<file path="src/rtl/pet_bus_pkg.sv">
// Shared types and constants for the PET bus cycle sequencer and its neighbours.
package pet_bus_pkg;

  // Bus cycle phases.
  typedef enum logic [2:0] {
    ST_IDLE   = 3'd0,
    ST_DECODE = 3'd1,
    ST_SETUP  = 3'd2,
    ST_STROBE = 3'd3,
    ST_HOLD   = 3'd4
  } bus_state_t;

  localparam int DEF_STROBE_CYCLES  = 2;
  localparam int DEF_VRAM_ADDR_BITS = 10;
  localparam logic [16:0] MAGIC_BASE = 17'h0E800;

  // Decoder enables and attributes, captured once per cycle.
  typedef struct packed {
    logic ram;
    logic magic;
    logic pia1;
    logic pia2;
    logic via;
    logic crtc;
    logic io;
    logic mirrored;
    logic readonly;
  } decode_t;

  // Display-RAM mirroring: clear bits [11:vbits], keep everything else.
  function automatic logic [16:0] mirror_addr(input logic [16:0] a, input int vbits);
    logic [16:0] r;
    r = a;
    for (int i = 0; i < 12; i++) begin
      if (i >= vbits) r[i] = 1'b0;
    end
    return r;
  endfunction

endpackage

</file>
<file path="src/rtl/bus_cycle_control.sv">
// One memory/IO bus cycle per request: latch address, wait for the decoder,
// then setup / strobe / hold with fixed widths. Owns the MAGIC register.
//
// Handshake: req is a request strobe sampled only in IDLE; once taken, the
// cycle runs to completion and ack pulses for exactly one clock in the first
// IDLE cycle afterwards. req seen in any other state is dropped, not queued.
// A req held high during the ack cycle starts the next cycle at that edge.
module bus_cycle_control
  import pet_bus_pkg::*;
#(
  parameter int STROBE_CYCLES  = DEF_STROBE_CYCLES,
  parameter int VRAM_ADDR_BITS = DEF_VRAM_ADDR_BITS
) (
  input  logic        clk,
  input  logic        reset_n,
  input  logic        req,
  input  logic [16:0] req_addr,
  input  logic        req_rw_b,
  input  logic [7:0]  req_data,
  output logic        ack,
  output logic        wr_dropped,
  output logic [16:0] bus_addr,
  input  logic        ram_enable,
  input  logic        magic_enable,
  input  logic        pia1_enable,
  input  logic        pia2_enable,
  input  logic        via_enable,
  input  logic        crtc_enable,
  input  logic        io_enable,
  input  logic        is_mirrored,
  input  logic        is_readonly,
  output logic [16:0] ram_addr,
  output logic        ram_oe_b,
  output logic        ram_we_b,
  output logic        pia1_cs_b,
  output logic        pia2_cs_b,
  output logic        via_cs_b,
  output logic        crtc_cs_b,
  output logic        io_rw_b,
  output logic [7:0]  magic_reg,
  output bus_state_t  dbg_state
);

  localparam int CW = (STROBE_CYCLES > 1) ? $clog2(STROBE_CYCLES) : 1;
  localparam logic [CW-1:0] LAST_STROBE = CW'(STROBE_CYCLES - 1);

  bus_state_t    state, state_d;
  logic [CW-1:0] cnt, cnt_d;
  logic [16:0]   addr_q, addr_d;
  logic          rw_q, rw_d;
  logic [7:0]    data_q, data_d;
  decode_t       dec_q, dec_d, dec_in;
  logic          ack_q, ack_d;
  logic          drop_q, drop_d;
  logic [7:0]    magic_q, magic_d;

  logic          any_en;
  logic          io_phase;
  logic          io_sel;

  assign dec_in = {ram_enable, magic_enable, pia1_enable, pia2_enable, via_enable,
                   crtc_enable, io_enable, is_mirrored, is_readonly};

  assign any_en = dec_q.ram | dec_q.magic | dec_q.pia1 | dec_q.pia2 |
                  dec_q.via | dec_q.crtc | dec_q.io;

  // Selects are live from SETUP through HOLD; strobes only during STROBE.
  assign io_phase = (state == ST_SETUP) || (state == ST_STROBE) || (state == ST_HOLD);
  assign io_sel   = dec_q.pia1 | dec_q.pia2 | dec_q.via | dec_q.crtc;

  // All bus outputs decode from registered state and latched attributes only,
  // so reset forces every strobe and select inactive without waiting for a clock.
  assign bus_addr   = addr_q;
  assign ram_addr   = dec_q.mirrored ? mirror_addr(addr_q, VRAM_ADDR_BITS) : addr_q;
  assign ram_oe_b   = !((state == ST_STROBE) && rw_q && dec_q.ram);
  assign ram_we_b   = !((state == ST_STROBE) && !rw_q && dec_q.ram && !dec_q.readonly);
  assign pia1_cs_b  = !(io_phase && dec_q.pia1);
  assign pia2_cs_b  = !(io_phase && dec_q.pia2);
  assign via_cs_b   = !(io_phase && dec_q.via);
  assign crtc_cs_b  = !(io_phase && dec_q.crtc);
  assign io_rw_b    = (io_phase && io_sel) ? rw_q : 1'b1;
  assign ack        = ack_q;
  assign wr_dropped = drop_q;
  assign magic_reg  = magic_q;
  assign dbg_state  = state;

  // State and datapath registers.
  always_ff @(posedge clk or negedge reset_n) begin
    if (!reset_n) begin
      state   <= ST_IDLE;
      cnt     <= '0;
      addr_q  <= '0;
      rw_q    <= 1'b1;
      data_q  <= '0;
      dec_q   <= '0;
      ack_q   <= 1'b0;
      drop_q  <= 1'b0;
      magic_q <= 8'h00;
    end else begin
      state   <= state_d;
      cnt     <= cnt_d;
      addr_q  <= addr_d;
      rw_q    <= rw_d;
      data_q  <= data_d;
      dec_q   <= dec_d;
      ack_q   <= ack_d;
      drop_q  <= drop_d;
      magic_q <= magic_d;
    end
  end

  // Next-state and next-register values for the bus cycle sequence.
  always_comb begin
    state_d = state;
    cnt_d   = cnt;
    addr_d  = addr_q;
    rw_d    = rw_q;
    data_d  = data_q;
    dec_d   = dec_q;
    ack_d   = 1'b0;
    drop_d  = 1'b0;
    magic_d = magic_q;
    case (state)
      ST_IDLE: begin
        if (req) begin
          addr_d  = req_addr;
          rw_d    = req_rw_b;
          data_d  = req_data;
          state_d = ST_DECODE;
        end
      end
      ST_DECODE: begin
        // Decoder outputs for the new bus_addr are settled by the end of this cycle.
        dec_d   = dec_in;
        state_d = ST_SETUP;
      end
      ST_SETUP: begin
        cnt_d   = '0;
        state_d = ST_STROBE;
      end
      ST_STROBE: begin
        if (cnt == LAST_STROBE) begin
          if (!rw_q && dec_q.magic) magic_d = data_q;
          state_d = ST_HOLD;
        end else begin
          cnt_d = cnt + 1'b1;
        end
      end
      ST_HOLD: begin
        ack_d   = 1'b1;
        drop_d  = !rw_q && (dec_q.readonly || !any_en);
        state_d = ST_IDLE;
      end
      default: state_d = ST_IDLE;
    endcase
  end

endmodule
</file>
<file path="config.mk">
export PLATFORM = sky130hd
export DESIGN_NAME = bus_cycle_control
export DESIGN_NICKNAME = d
export VERILOG_FILES = /design/src/rtl/pet_bus_pkg.sv /design/src/rtl/bus_cycle_control.sv
export SDC_FILE = /design/constraint.sdc
export NUM_CORES = 1
export LEC_CHECK = 0
export CAP_MARGIN = 15
export CORE_MARGIN = 4
export CORE_UTILIZATION = 45
export CTS_CLUSTER_SIZE = 12
export DETAILED_ROUTE_END_ITERATION = 16
export PLACE_DENSITY = 0.84
export SLEW_MARGIN = 25
export SYNTH_ARGS = -nofsm -noshare
export SYNTH_HDL_FRONTEND = slang
export SYNTH_SLANG_ARGS = --single-unit
</file>
<file path="constraint.sdc">
create_clock -name clk -period 2.6 [get_ports clk]
set_clock_uncertainty 0.1 [all_clocks]
set_input_delay 0.39 -clock clk [delete_from_list [all_inputs] [get_ports clk]]
set_output_delay 0.39 -clock clk [all_outputs]
set_load 0.01 [all_outputs]
</file>
======== Yosys cells after proc, flatten, opt, wreduce, memory -nomap -nowiden ========
Index checks and enable logic that the tools add are counted.
storage, ports and cells
  flip-flop bits (word level) ............. 49
  input bits .............................. 38
  output and inout port bits .............. 54
operators by class
  add/sub/neg operators ................... 1
  eq/ne operators ......................... 6
  multiplexer cells ....................... 9
  bitwise logic cells ..................... 9
  reduce and logical (&&, ||, !) cells .... 29
operators by type and width
  kind                 count
  $logic_and 1x1->1    12
  $mux 12              1
  $pmux 3 s4           1
  $logic_not 1->1      9
  $or 1x1->1           9
  $eq 3x2->1 const B   2
  $mux 3               2
  $mux 1               4
  $ne 2x2->1 const B   2
  $reduce_and 2->1     2
  $eq 3x1->1 const B   1
  $eq 3x3->1 const B   1
  $logic_not 3->1      1
  $logic_or 1x1->1     3
  $reduce_and 3->1     1
  $pmux 1 s2           1
  $reduce_bool 2->1    1
  $add 1x1->1 const B  1

======== Longest topological paths before layout ========
  depth in word-level cells ............... 10
  mapped depth ............................ 5
  depth with buffers taken out ............ 3

======== Least setup slack after synthesis ========
OpenSTA, ideal clock, no wires.
  kind .................................... register to register
  start ................................... register state[1], in the netlist dbg_state[1]
  end ..................................... register addr_q[0], in the netlist bus_addr[0]
  library setup time ...................... 0.125 ns
  arrival time ............................ 1.566 ns
  required time ........................... 2.375 ns
  path slack .............................. 0.809 ns
  cell stages (with the launch flop) ...... 5
  path buffers ............................ 2
  period minus slack after synthesis ...... 1.791 ns
  path through ............................ dfrtp_1 -> buf_6 -> nor4b_4 -> buf_6 -> mux2_4
between the ends
  cells in the longest elaborated chain, start to end .. 2
ends and longest elaborated chain
  element                            line                      source
  from (decl)                        bus_cycle_control.sv:47   bus_state_t state, state_d;
  from (signal assigned)             bus_cycle_control.sv:100  state <= state_d;
  $logic_not 3->1                    bus_cycle_control.sv:123  case (state)
  $reduce_and 2->1 (no source line)  -
  to (signal assigned)               bus_cycle_control.sv:102  addr_q <= addr_d;
  to (decl)                          bus_cycle_control.sv:49   logic [16:0] addr_q, addr_d;
No other way between the ends.
A chain may end at the register's enable or synchronous reset.

======== Final worst setup path ========
  start ................................... register state[1], in the netlist dbg_state[1]
  end ..................................... output pia1_cs_b
between the ends
  cells in the longest elaborated chain, start to end .. 5
  elaborated cells between the ends (all ways) .. 7
  those cells by class .................... 3 x eq/ne; 4 x reduce/logical
ends and longest elaborated chain
  element              line                     source
  $eq 3x2->1           bus_cycle_control.sv:68  assign io_phase = (state == ST_SETUP) || (state == ST_STROBE) || (state == ST_HOLD);
  $logic_or 1x1->1     bus_cycle_control.sv:68
  $logic_or 1x1->1 *   bus_cycle_control.sv:68
  $logic_and 1x1->1 *  bus_cycle_control.sv:77  assign pia1_cs_b = !(io_phase && dec_q.pia1);
  $logic_not 1->1 *    bus_cycle_control.sv:77
  to (decl)            bus_cycle_control.sv:35  output logic pia1_cs_b,
Every way passes the cells marked *; elsewhere a longest branch is shown, timed or not.

==> impl_metrics.toml <==
[yosys]
synth_cell_type_count = 26
postSynthAreaPerCell_sq_um = 15.0
synth_top_area_share_pct = 55.7
ys_top_cells_by_count = "48 x dfrtp_1, 23 x mux2_2, 20 x mux2_4"
syn_inst = 144
syn-cell-area_sq_um = 2160
synth-async-reset-ratio_pct = 100
yosysWarningCount = 0
synth_seq_cells = 49
synthTopCellsByArea = "dfrtp_1 56%, mux2_4 14%, mux2_2 12%"
yosysMostFrequentCell = "dfrtp_1"
ys.flop_type = "dfrtp_1"
yosysSeqAreaShare_pct = 56.9
synth_fp_nets = 182
yosys.area.top_type = "dfrtp_1"
synth_edf_count = 0

[timing]
fmax_ghz = 0.395
grt_setup_unrepaired = "no"
whs_ns = 0.0725
max_slew.worst_pin.slew_ns = 0.604
max_slew_margin_pct = 59.7
final.setup.worst_slack_ns = 0.0692
hold_viol = 0
setup_viol = 0
post-route-min-period_ns = 2.53
slew_viol_final = 0
finalCritPeriodShare_pct = 97.3
tns_ns = 0

[worst_setup_path]
path_class = "flip-flop to primary output"
r2r_slack_ns = 0.72
end_kind = "primary output"
cp_data_required_time_ns = 2.11
critical_path_arrival_ns = 2.04
timing.rr.start = "dbg_state[1]"
startpoint = "dbg_state[1]"
cp_max_fo = 9
cp-start-kind = "flip-flop"

[power_and_ir_drop]
leakage_nw = 1.34
power_density_nw_per_um2 = 1260
ir_worst_vdd_uv = 636

[clock_network]
numCtsBuffers = 5
clkSinkCount = 49
cts-root-buf = "clkbuf_8"
cts_tree = "done"
cts_setup_buffers = 0
cts_resized = 0
clkTransAtPathRegs_ns = 0.08
clock_latency_ns = 0.29
ctsLongestPathBuffers = 2
ctsHoldBuffers = 0
htreeDepth = 2

[route]
drt_iter0_markers = 40
remaining_drc_errors = 0
ant_nets = 0
wl_um = 4360
via_per_inst = 4.92
vias = 1369
drt-wirelength-per-cell_um = 15.7
first_pass_iters = 4

[job]
maxCapViolCount = 0

[die]
num_rows = 24
io_pins = 92
die_area_sq_um = 5960
initial_core_util_pct = 47.9
die_h_um = 77.2
design.core.area_sq_um = 4500
die_x_um = 77.2

[place]
placed_cell_area_sq_um = 2980
dpl.hpwl_um = 3260
gp_congestion = 0.717
dp_worst_setup_slack_ns = 0.394
io_buffers = 91
placed_cells = 270

[hold_path]
hold_class = "input port to asynchronous set/reset pin"

[grt]
grtUsageTotal_pct = 15.8
grt-ovfl-total = 0
grt_pass1_wl_um = 7530
grt_start_max_net_pins = 50
grt_pass1_vias = 1532
antenna_found_initial = 0

[layout]
finalNonFillerCells = 278
final_area_sq_um = 3100
post_route_cells_drive_above_1_share_pct = 26.1
nets = 263
antenna_cells = 0
syn_to_final_growth_pct = 43.6
largest_reg_flops = 17

[run_status]
status = "completed"
[logic make-up (layout without fill, tap and decap cells)]
logic type / count (synthesis) / count (layout) / synth area share, %
mux: 43 / 43 / 25.9
simple gates: 25 / 25 / 7.26
compound gates: 5 / 5 / 1.45
buf+inv: 22 / 104 / 8.41
flops: 49 / 49 / 56.9
[stage by stage]
stage / power (mW) / util (%)
5_1_grt: 4.16 / 68.7
3_3_place_gp: 3.34 / 66.1
3_5_place_dp: 3.39 / 66.1
6_report: 3.91 / 68.7
2_1_floorplan: 2.56 / -
4_1_cts: 3.96 / 68.7
[metal layers]
layer / global-route usage [%] / wire length (um) / vias up
met4: 4.27 / 21 / 0
met2: 24.8 / 1990 / 68
met5: 0 / 0 / -
li1: - / - / 643
met3: 5.62 / 342 / 4
met1: 20.7 / 2000 / 654
[final timing paths]
path / to / cells past startpoint
worst max-delay path: pia1_cs_b / 4
worst min-delay path: bus_addr[0] / 2
worst max register to register: magic_reg[3] / 3
worst min register to register: magic_reg[5] / 1
max in group asynchronous: data_q[2] / 2
min in group clk: magic_reg[5] / 1
[layout by cell type (no fill, tap or decap), types with 3 or more instances in the layout]
cell	count
clkdlybuf4s50_1	90
buf_4	4
mux2_2	23
clkbuf_8	6
mux2_4	20
nor2_1	3
nor2b_1	3
dfrtp_1	48
nand2_1	7
[worst max-delay path: stages (launching register included)]
cell and delay, ns:
dfrtp_1 0.48, or3b_2 0.54, nand2_1 0.17, nand2_1 0.08
clkdlybuf4s50_1 0.48
[final cells by class]
| class | count | area (sq um) |
|---|---|---|
| Sequential cell | 49 | 1230 |
| Tap cell | 52 | 65.1 |
| Timing Repair Buffer | 95 | 936 |
| Inverter | 1 | 3.75 |
| Clock inverter | 1 | 30.0 |
| Multi-Input combinational cell | 73 | 747 |
| Clock buffer | 7 | 86.3 |
| Fill cell | 335 | 1410 |
[power by group]
group,total (mW),switching [mW],internal (mW),leakage (nW)
sequential,1.44,0.296,1.14,0.590
combinational,1.92,0.655,1.26,0.689
clock,0.548,0.234,0.314,0.0585
total,3.91,1.19,2.72,1.34
(Power assumes the default switching activity.)
